**src/rtl/ipsxe_fft_peak_detect.sv**
```systemverilog
// ipsxe_fft_peak_detect
//
// Streaming spectral peak detector on the FFT result AXI4-Stream. For every
// frame it computes the L1 magnitude |re|+|im| of each bin and, when the frame
// ends, reports the index and magnitude of the largest bin. It also counts
// completed frames and keeps a sticky frame-length error flag. There is no
// backpressure: a beat is taken on every enabled cycle with tvalid high.
//
// Pipeline: S1 abs(re)/abs(im) -> S2 magnitude -> S3 running max -> result regs.
// A tlast beat sampled at enabled edge T shows o_peak_valid after edge T+3.
//
// Ports:
//   i_aclk, i_areset (async, active high), i_aclken (global clock enable)
//   i_clr                  synchronous clear, qualified by i_aclken
//   i_axi4s_data_*         FFT xk stream (re/im lanes in tdata, bin index in tuser)
//   o_peak_valid           one enabled cycle strobe per completed frame
//   o_peak_index/o_peak_mag  peak bin and its unsigned L1 magnitude
//   o_frame_cnt            completed frames (wraps)
//   o_len_err              sticky frame-length error
//
// Optional feature macro: IPSXE_FFT_PEAK_SKIP_DC_EN
//   defined   -> bin 0 is excluded from the peak search
//   undefined -> every bin is eligible

module ipsxe_fft_peak_detect #(
  parameter int unsigned LOG2_FFT_LEN  = 8,
  parameter int unsigned OUTPUT_WIDTH  = 25,
  parameter int unsigned DATAOUT_WIDTH = 32,
  parameter int unsigned USER_WIDTH    = 16
) (
  input  logic                         i_aclk,
  input  logic                         i_areset,
  input  logic                         i_aclken,
  input  logic                         i_clr,
  input  logic                         i_axi4s_data_tvalid,
  input  logic [2*DATAOUT_WIDTH-1:0]   i_axi4s_data_tdata,
  input  logic                         i_axi4s_data_tlast,
  input  logic [USER_WIDTH-1:0]        i_axi4s_data_tuser,
  output logic                         o_peak_valid,
  output logic [LOG2_FFT_LEN-1:0]      o_peak_index,
  output logic [OUTPUT_WIDTH:0]        o_peak_mag,
  output logic [15:0]                  o_frame_cnt,
  output logic                         o_len_err
);

  localparam int unsigned CNT_W = LOG2_FFT_LEN + 1;
  localparam logic [CNT_W-1:0] LAST_BEAT = CNT_W'((1 << LOG2_FFT_LEN) - 1);

  // Input decode
  logic [OUTPUT_WIDTH-1:0] w_re, w_im, w_re_abs, w_im_abs;
  logic [LOG2_FFT_LEN-1:0] w_idx;
  logic                    w_first;
  logic                    w_unused_bits;

  assign w_re  = i_axi4s_data_tdata[OUTPUT_WIDTH-1:0];
  assign w_im  = i_axi4s_data_tdata[DATAOUT_WIDTH +: OUTPUT_WIDTH];
  assign w_idx = i_axi4s_data_tuser[LOG2_FFT_LEN-1:0];
  // Unsigned result: abs(-2^(W-1)) wraps to 2^(W-1), which fits W bits.
  assign w_re_abs = w_re[OUTPUT_WIDTH-1] ? (~w_re + OUTPUT_WIDTH'(1)) : w_re;
  assign w_im_abs = w_im[OUTPUT_WIDTH-1] ? (~w_im + OUTPUT_WIDTH'(1)) : w_im;
  assign w_unused_bits = ^{i_axi4s_data_tdata, i_axi4s_data_tuser};

  // Control state
  logic [CNT_W-1:0] r_beat_cnt;
  logic             r_len_err;

  assign w_first = (r_beat_cnt == '0);

  // Stage registers
  logic                    r_s1_valid, r_s1_first, r_s1_last;
  logic [LOG2_FFT_LEN-1:0] r_s1_idx;
  logic [OUTPUT_WIDTH-1:0] r_s1_re_abs, r_s1_im_abs;

  logic                    r_s2_valid, r_s2_first, r_s2_last;
  logic [LOG2_FFT_LEN-1:0] r_s2_idx;
  logic [OUTPUT_WIDTH:0]   r_s2_mag;

  logic                    r_s3_done;
  logic                    r_have;
  logic [LOG2_FFT_LEN-1:0] r_max_idx;
  logic [OUTPUT_WIDTH:0]   r_max_mag;

  logic                    r_peak_valid;
  logic [LOG2_FFT_LEN-1:0] r_peak_idx;
  logic [OUTPUT_WIDTH:0]   r_peak_mag;
  logic [15:0]             r_frame_cnt;

  // Stage 1 + beat counter + length check
  always_ff @(posedge i_aclk or posedge i_areset) begin
    if (i_areset) begin
      r_s1_valid  <= 1'b0;
      r_s1_first  <= 1'b0;
      r_s1_last   <= 1'b0;
      r_s1_idx    <= '0;
      r_s1_re_abs <= '0;
      r_s1_im_abs <= '0;
      r_beat_cnt  <= '0;
      r_len_err   <= 1'b0;
    end else if (i_aclken) begin
      if (i_clr) begin
        r_s1_valid <= 1'b0;
        r_beat_cnt <= '0;
        r_len_err  <= 1'b0;
      end else begin
        r_s1_valid  <= i_axi4s_data_tvalid;
        r_s1_first  <= w_first;
        r_s1_last   <= i_axi4s_data_tlast;
        r_s1_idx    <= w_idx;
        r_s1_re_abs <= w_re_abs;
        r_s1_im_abs <= w_im_abs;
        if (i_axi4s_data_tvalid) begin
          if (i_axi4s_data_tlast) begin
            r_beat_cnt <= '0;
            if (r_beat_cnt != LAST_BEAT) r_len_err <= 1'b1;
          end else if (r_beat_cnt == LAST_BEAT) begin
            // Missing tlast: wrap and start a new frame implicitly.
            r_beat_cnt <= '0;
            r_len_err  <= 1'b1;
          end else begin
            r_beat_cnt <= r_beat_cnt + CNT_W'(1);
          end
        end
      end
    end
  end

  // Stage 2: magnitude, one extra bit so the sum never overflows
  always_ff @(posedge i_aclk or posedge i_areset) begin
    if (i_areset) begin
      r_s2_valid <= 1'b0;
      r_s2_first <= 1'b0;
      r_s2_last  <= 1'b0;
      r_s2_idx   <= '0;
      r_s2_mag   <= '0;
    end else if (i_aclken) begin
      if (i_clr) begin
        r_s2_valid <= 1'b0;
      end else begin
        r_s2_valid <= r_s1_valid;
        r_s2_first <= r_s1_first;
        r_s2_last  <= r_s1_last;
        r_s2_idx   <= r_s1_idx;
        r_s2_mag   <= {1'b0, r_s1_re_abs} + {1'b0, r_s1_im_abs};
      end
    end
  end

  // Stage 3: compare against the running maximum
  logic                    w_base_have, w_elig, w_take, w_new_have;
  logic [LOG2_FFT_LEN-1:0] w_base_idx, w_new_idx;
  logic [OUTPUT_WIDTH:0]   w_base_mag, w_new_mag;

  always_comb begin
    // The first beat of a frame sees an empty maximum: this is the re-arm.
    w_base_have = r_s2_first ? 1'b0 : r_have;
    w_base_idx  = r_s2_first ? '0   : r_max_idx;
    w_base_mag  = r_s2_first ? '0   : r_max_mag;
`ifdef IPSXE_FFT_PEAK_SKIP_DC_EN
    w_elig = (r_s2_idx != '0);
`else
    w_elig = 1'b1;
`endif
    // Strictly greater: on a tie the earlier bin is kept.
    w_take     = w_elig && (!w_base_have || (r_s2_mag > w_base_mag));
    w_new_have = w_base_have | w_take;
    w_new_idx  = w_take ? r_s2_idx : w_base_idx;
    w_new_mag  = w_take ? r_s2_mag : w_base_mag;
  end

  always_ff @(posedge i_aclk or posedge i_areset) begin
    if (i_areset) begin
      r_s3_done <= 1'b0;
      r_have    <= 1'b0;
      r_max_idx <= '0;
      r_max_mag <= '0;
    end else if (i_aclken) begin
      if (i_clr) begin
        r_s3_done <= 1'b0;
      end else begin
        r_s3_done <= r_s2_valid & r_s2_last;
        if (r_s2_valid) begin
          r_have    <= w_new_have;
          r_max_idx <= w_new_idx;
          r_max_mag <= w_new_mag;
        end
      end
    end
  end

  // Result registers; peak index/magnitude survive i_clr
  always_ff @(posedge i_aclk or posedge i_areset) begin
    if (i_areset) begin
      r_peak_valid <= 1'b0;
      r_peak_idx   <= '0;
      r_peak_mag   <= '0;
      r_frame_cnt  <= '0;
    end else if (i_aclken) begin
      if (i_clr) begin
        r_peak_valid <= 1'b0;
        r_frame_cnt  <= '0;
      end else begin
        r_peak_valid <= r_s3_done;
        if (r_s3_done) begin
          r_peak_idx  <= r_max_idx;
          r_peak_mag  <= r_max_mag;
          r_frame_cnt <= r_frame_cnt + 16'd1;
        end
      end
    end
  end

  assign o_peak_valid = r_peak_valid;
  assign o_peak_index = r_peak_idx;
  assign o_peak_mag   = r_peak_mag;
  assign o_frame_cnt  = r_frame_cnt;
  assign o_len_err    = r_len_err;

endmodule
```
**config.mk**
```make
export PLATFORM = sky130hd
export DESIGN_NAME = ipsxe_fft_peak_detect
export DESIGN_NICKNAME = d
export VERILOG_FILES = /design/src/rtl/ipsxe_fft_peak_detect.sv
export SDC_FILE = /design/constraint.sdc
export NUM_CORES = 1
export LEC_CHECK = 0
export BUFFER_PORTS_ARGS = -buffer_cell sky130_fd_sc_hd__buf_2
export CAP_MARGIN = 0
export CORE_ASPECT_RATIO = 1.25
export CORE_UTILIZATION = 40
export CTS_CLUSTER_DIAMETER = 50
export DETAILED_ROUTE_END_ITERATION = 7
export PLACE_DENSITY = 0.71
export SLEW_MARGIN = 20
export SYNTH_ARGS = -nofsm -noshare
export SYNTH_HDL_FRONTEND = slang
export SYNTH_SLANG_ARGS = --single-unit
```
**constraint.sdc**
```tcl
create_clock -name i_aclk -period 9.58 [get_ports i_aclk]
set_clock_uncertainty 0.05 [all_clocks]
set_input_delay 0.479 -clock i_aclk [delete_from_list [all_inputs] [get_ports i_aclk]]
set_output_delay 0.479 -clock i_aclk [all_outputs]
set_load 0.02 [all_outputs]
```
==> run metrics, run 1 <==
ys async rst share 100%; Post-CTS Hold Buffers 0; Clk Latency, worst-skew pair 430 ps; pwr/cell area 213 nW/um^2; num rows 65; clock-pin slew on the worst setup and hold paths 70 ps; Die H 183 um; Worst setup SP type register; unrepaired setup endpoints after global routing false; maxcap violations 0; crit share post-route 39.9%; final net count 1364; GR Util All Layers 17.2%; PortBufs 115; initial core utilization 41.0%; Setup crit end kind register; Setup Fix Bufs, Post-CTS 0; Worst slew margin 40.1%; outcome complete, no violations; Max Freq 0.262 GHz; Hold WC Path Type in -> async; Lkg Pwr 5.84 nW; Inst Count DP 1537; Pre-Repair DR Iteration Count 4; Setup Total Neg Slack 0 ps; Worst Tran Pin Value 899 ps; WP data required 9850 ps; routed vias/inst 5.18; gp weighted congestion 0.829; post-route ant nets 0; CTS HTree Levels 4; ANT cells 0; minimum clock period 3820 ps; worst hold margin 174 ps; clk sink count 195; Ports 138; post_cts resized 0; largest net degree at the start of global routing 134; EDFF count, synth 0; Longest Clk Path Bufs 2; maximum vdd ir drop 0.0967 mV; grt ovf 0; vias in the first global route 7712; WL/cell 14.1 um; mapped cell area 10400 um^2; initial antenna violation count 0; Fill cells 2371; Ys Warns 0; Mapped Cells 1130; routed wire length 22.1 mm; Arrival @ worst endpoint 4090 ps; die width 146 um; Mapped Nets 1273; Setup Crit Path Kind reg -> reg; Core ar. 25500 um^2; clock root buffer clkbuf_16; CTS tree built; HPWL after detailed placement 15.6 mm; fraction of layout cells with a size suffix above 1 16.5%; sequential area share after synthesis 46.8%; fin cells 1569; vias 8127; CTS Buf Count 17; Crit Path Max Fanout 28; synthesized area per cell 9.23 um^2; first-pass GRT wire length 37.7 mm; Die ar. 26700 um^2; post-synth cell types 57; Pins Over Slew Limit 0; Synth Flop Type dfrtp_1; final setup fails 0; final hold vios 0; drt drc 0; #FFs+latches synth 195; Area growth syn-to-layout 14.6%; drt first-iter violations 345
==> per-layer routing <==
layer  wire length, um  global-route usage [%]  up-vias
met5                 0                       0        -
met4               259                    4.92        0
met3               746                    2.73       21
met2             10400                    28.7      177
met1             10600                    23.0     3843
li1                  -                       -     4086
==> worst paths after layout <==
kind	startpoint	endpoint	slack, ps	cells after the start
max	r_s2_first$_DFFE_PP0P_	r_max_mag[18]$_DFFE_PP0P_	5760	10
min	i_areset	o_len_err$_DFFE_PP0P_	170	2
max reg2reg	r_s2_first$_DFFE_PP0P_	r_max_mag[18]$_DFFE_PP0P_	5760	10
min reg2reg	r_max_idx[2]$_DFFE_PP0P_	o_peak_index[2]$_DFFE_PP0P_	410	2
max in group asynchronous	i_areset	r_max_mag[7]$_DFFE_PP0P_	7920	3
min in group i_aclk	i_axi4s_data_tuser[3]	r_s1_idx[3]$_DFFE_PP0P_	190	3
==> Yosys cell counts (all sizes together), types with 10 or more instances <==
library cell / instances / area share [%]
nand2: 284 / 10
dfrtp: 195 / 47
o21ai: 139 / 6.7
xor2: 57 / 4.8
ha: 56 / 6.7
a21oi: 41 / 2.0
clkbuf: 40 / 1.4
nand2b: 38 / 2.3
mux2: 34 / 3.7
nor2: 33 / 1.2
o31ai: 22 / 1.6
inv: 21 / 0.76
nand3: 19 / 0.91
or3: 15 / 1.0
a21o: 12 / 0.86
xnor2: 12 / 1.0
and3: 11 / 0.66
buf: 10 / 0.42
==> flip-flops by register name, indices dropped and copies added (netlist names), 8 cells and up <==
| name | count |
|---|---|
| r_s1_re_abs | 25 |
| o_frame_cnt | 16 |
| r_s2_mag | 26 |
| r_s1_im_abs | 25 |
| r_max_idx | 8 |
| o_peak_mag | 26 |
| o_peak_index | 8 |
| r_beat_cnt | 9 |
| r_s2_idx | 8 |
| r_s1_idx | 8 |
| r_max_mag | 26 |
==> cells by family (layout without fill, tap and decap cells) <==
| logic type | count (synthesis) | count (layout) | synth area share (%) |
|---|---|---|---|
| AO/OA/AOI/OAI | 255 | 255 | 14.4 |
| XOR/XNOR | 69 | 69 | 5.79 |
| adder cells (fa/ha/maj) | 57 | 57 | 6.91 |
| buffers and inverters | 71 | 175 | 2.61 |
| flip-flops | 195 | 195 | 46.8 |
| multiplexers | 38 | 38 | 4.05 |
| AND/OR/NAND/NOR | 445 | 445 | 19.4 |
==> metrics by stage <==
stage | total power, mW | worst slack [ps] | area (um^2) | utilization, %
2_1_floorplan | 1.60 | 3740 | 10400 | -
3_3_place_gp | 1.76 | 5670 | 11300 | 44.5
3_5_place_dp | 1.79 | 5650 | 11300 | 44.5
4_1_cts | 2.57 | 5630 | 12000 | 47.0
5_1_grt | 2.71 | 5540 | 12000 | 47.0
6_report | 2.54 | 5760 | 12000 | 47.0
==> layout make-up <==
type / instances / area [um^2] / share of cell area [%]
Tap cell: 335 / 419 / 3.50
Clock buffer: 18 / 439 / 3.67
Clock inverter: 14 / 201 / 1.68
Multi-Input combinational cell: 864 / 5310 / 44.4
Timing Repair Buffer: 122 / 628 / 5.25
Sequential cell: 195 / 4880 / 40.8
Inverter: 21 / 86.3 / 0.722
==> cells in the final DEF, fill, tap and decap left out, types with 4 or more instances in the layout <==
cell / instances
o31ai_1: 22
clkbuf_16: 17
nand3_1: 19
bufinv_16: 4
mux2i_1: 4
nor2_1: 32
dfrtp_1: 195
o21ai_0: 129
inv_1: 20
o41ai_1: 5
o21ai_1: 10
nand4_1: 9
nand2b_1: 36
buf_2: 115
ha_1: 56
nand2_1: 284
nor2b_1: 8
a31oi_1: 6
a21o_1: 12
a21oi_1: 41
clkinv_4: 4
mux2_2: 34
or3_1: 12
xor2_1: 57
buf_4: 7
and3_1: 11
xnor2_1: 12
nor3_1: 7
o211ai_1: 6
==> power by group <==
group | internal [mW] | switching [mW] | leakage (nW)
combinational | 0.300 | 0.371 | 3.00
sequential | 0.985 | 0.119 | 2.53
clock | 0.448 | 0.321 | 0.307
total | 1.73 | 0.811 | 5.84
==> critical path: stages, from the launching register on <==
cell and delay, ps:
dfrtp_1 800, nand2b_1 190, ha_1 240, a21o_1 180, nand3_1 80, a21oi_1 60
a2111oi_0 480, o21ai_0 290, a41oi_4 480, buf_4 440, mux2_2 390
Note: power is estimated with default switching activity, not from simulation.
==> run 2, diff against run 1 <==
==> constraint.sdc (replaced) <==
create_clock -name i_aclk -period 3.57 [get_ports i_aclk]
set_clock_uncertainty 0.05 [all_clocks]
set_input_delay 0.1785 -clock i_aclk [delete_from_list [all_inputs] [get_ports i_aclk]]
set_output_delay 0.1785 -clock i_aclk [all_outputs]
set_load 0.02 [all_outputs]
==> run 2 against run 1 <==
  * Via count grew 0.28%
  * Final area grew 2.2%
  * Global-route usage grew 0.31 points
  * Critical endpoint unchanged
==> run metrics, run 2 (synthesis gave the netlist of run 1 again) <==
WL/cell 13.9 um; Setup Crit Path Kind reg -> reg; commonest non-fill, non-tap cell in the layout nand2_1; Worst slew margin 40.2%; fraction of layout cells with a size suffix above 1 16.5%; WP data required 3840 ps; final worst setup slack 453 ps; clk sink count 195; ANT cells 0; final net count 1395; GR Util All Layers 17.5%; Total Power 6.70 mW; routed vias/inst 5.10; crit share post-route 87.3%; Area growth syn-to-layout 17.2%; vias 8150; Ports 138; Clk Latency, worst-skew pair 440 ps; CTS HTree Levels 4; crit path to r_max_mag[18]$_DFFE_PP0P_; CP startpoint r_s2_first$_DFFE_PP0P_; post-route ant nets 0; outcome complete, no violations; Worst setup SP type register; Lkg Pwr 5.95 nW; Post-DP Area 11400 um^2; routed wire length 22.3 mm; initial core utilization 41.0%; Setup Total Neg Slack 0 ps; maximum vdd ir drop 0.290 mV; largest net degree at the start of global routing 109; HPWL after detailed placement 16.3 mm; CTS tree built; Reg2Reg Setup Slack 450 ps; Hold WC Path Type in -> reg; die width 146 um; Worst R2R Path Depth 10; final hold vios 0; clock root buffer clkbuf_16; fin area 12200 um^2; Setup crit end kind register; unrepaired setup endpoints after global routing false; vias in the first global route 7897; first-pass GRT wire length 38.2 mm; gp weighted congestion 0.890; Core ar. 25500 um^2; clock-pin slew on the worst setup and hold paths 60 ps; pre-CTS WS 423 ps; pwr/cell area 548 nW/um^2; final setup fails 0; Die ar. 26700 um^2; drt drc 0; Worst path max stage delay 500 ps; Arrival @ worst endpoint 3380 ps; maxcap violations 0; initial antenna violation count 0; Slowest cell on crit path dfrtp_1; cell mode on critical path a21o_1; drt first-iter violations 458; CTS Buf Count 17; grt ovf 0; crit-path cells buf_4 -> nand2b_1 -> ha_1 -> a21o_1 -> a21o_1 -> a2111oi_0 -> nor3_1 -> a41oi_4 -> buf_12 -> mux2_2; Fill cells 2394; PortBufs 115; Pins Over Slew Limit 0; R2R Path Start r_s2_first$_DFFE_PP0P_; Crit Path Max Fanout 26; Max Freq 0.321 GHz; num rows 65; reg2reg end r_max_mag[18]$_DFFE_PP0P_; Pre-Repair DR Iteration Count 5; Longest Clk Path Bufs 2; Worst Tran Pin Value 897 ps; minimum clock period 3120 ps; commonest cells after routing, fill and taps aside nand2_1 (284), dfrtp_1 (195), o21ai_0 (129), buf_2 (115), xor2_1 (57); Die H 183 um
## run 2: metrics by stage
step / utilization, % / hold slack, ps / cells
final: 48.0 / 7.91 / 1599
after floorplan: - / 225 / 1130
after CTS: 48.0 / 0.649 / 1599
after detailed placement: 44.8 / 236 / 1545
after global routing: 48.0 / 17.2 / 1599
after global placement: 44.8 / 230 / 1545
## run 2: layout make-up
type                    count  area, um^2  area share (%)
inverters                  21        82.6           0.676
repair buffers            153         943            7.72
well taps                 335         419            3.43
flip-flops and latches    195        4880            39.9
multi-input cells         864        5310            43.4
clock inverters             6        68.8           0.563
clock buffers              25         526            4.30
## run 2: report_power, final
group | internal, mW | switching [mW]
combinational | 0.834 | 0.993
sequential | 2.64 | 0.325
clock | 1.09 | 0.810
## run 2: worst max-delay path, delay by kind of cell, from the launching register on
| family | cells | cell delay, ps |
|---|---|---|
| muxes | 1 | 350 |
| and+or+nand+nor | 2 | 300 |
| buffers and inverters | 2 | 470 |
| DFF | 1 | 500 |
| AOI/OAI and AO/OA | 4 | 1000 |
| adders and majority gates | 1 | 300 |
## run 2: how the worst min path moves through the flow
stage,depth (start not counted),to,startpoint
floorplan,1,r_s1_im_abs[24]$_DFFE_PP0P_,i_axi4s_data_tdata[54]
global placement,2,r_s1_re_abs[0]$_DFFE_PP0P_,i_areset
detailed placement,2,r_s1_re_abs[0]$_DFFE_PP0P_,i_areset
CTS,3,r_s1_im_abs[2]$_DFFE_PP0P_,i_axi4s_data_tdata[34]
global route,3,r_s1_re_abs[15]$_DFFE_PP0P_,i_axi4s_data_tdata[15]
finish,3,r_s1_im_abs[2]$_DFFE_PP0P_,i_axi4s_data_tdata[34]
## run 2: what timing repair did
action,4_1_cts,5_1_grt
setup buffers,0,0
gates resized for setup,0,0
setup endpoints to repair,0,0
endpoints found under the hold margin,45,0
hold buffers,23,0
## run 2: routing by layer
layer	routed length (um)	track usage (%)	up-vias
met5	0	0	-
met4	267	5.67	0
met3	671	2.73	21
met2	10700	29.4	174
met1	10600	23.0	3814
li1	-	-	4141
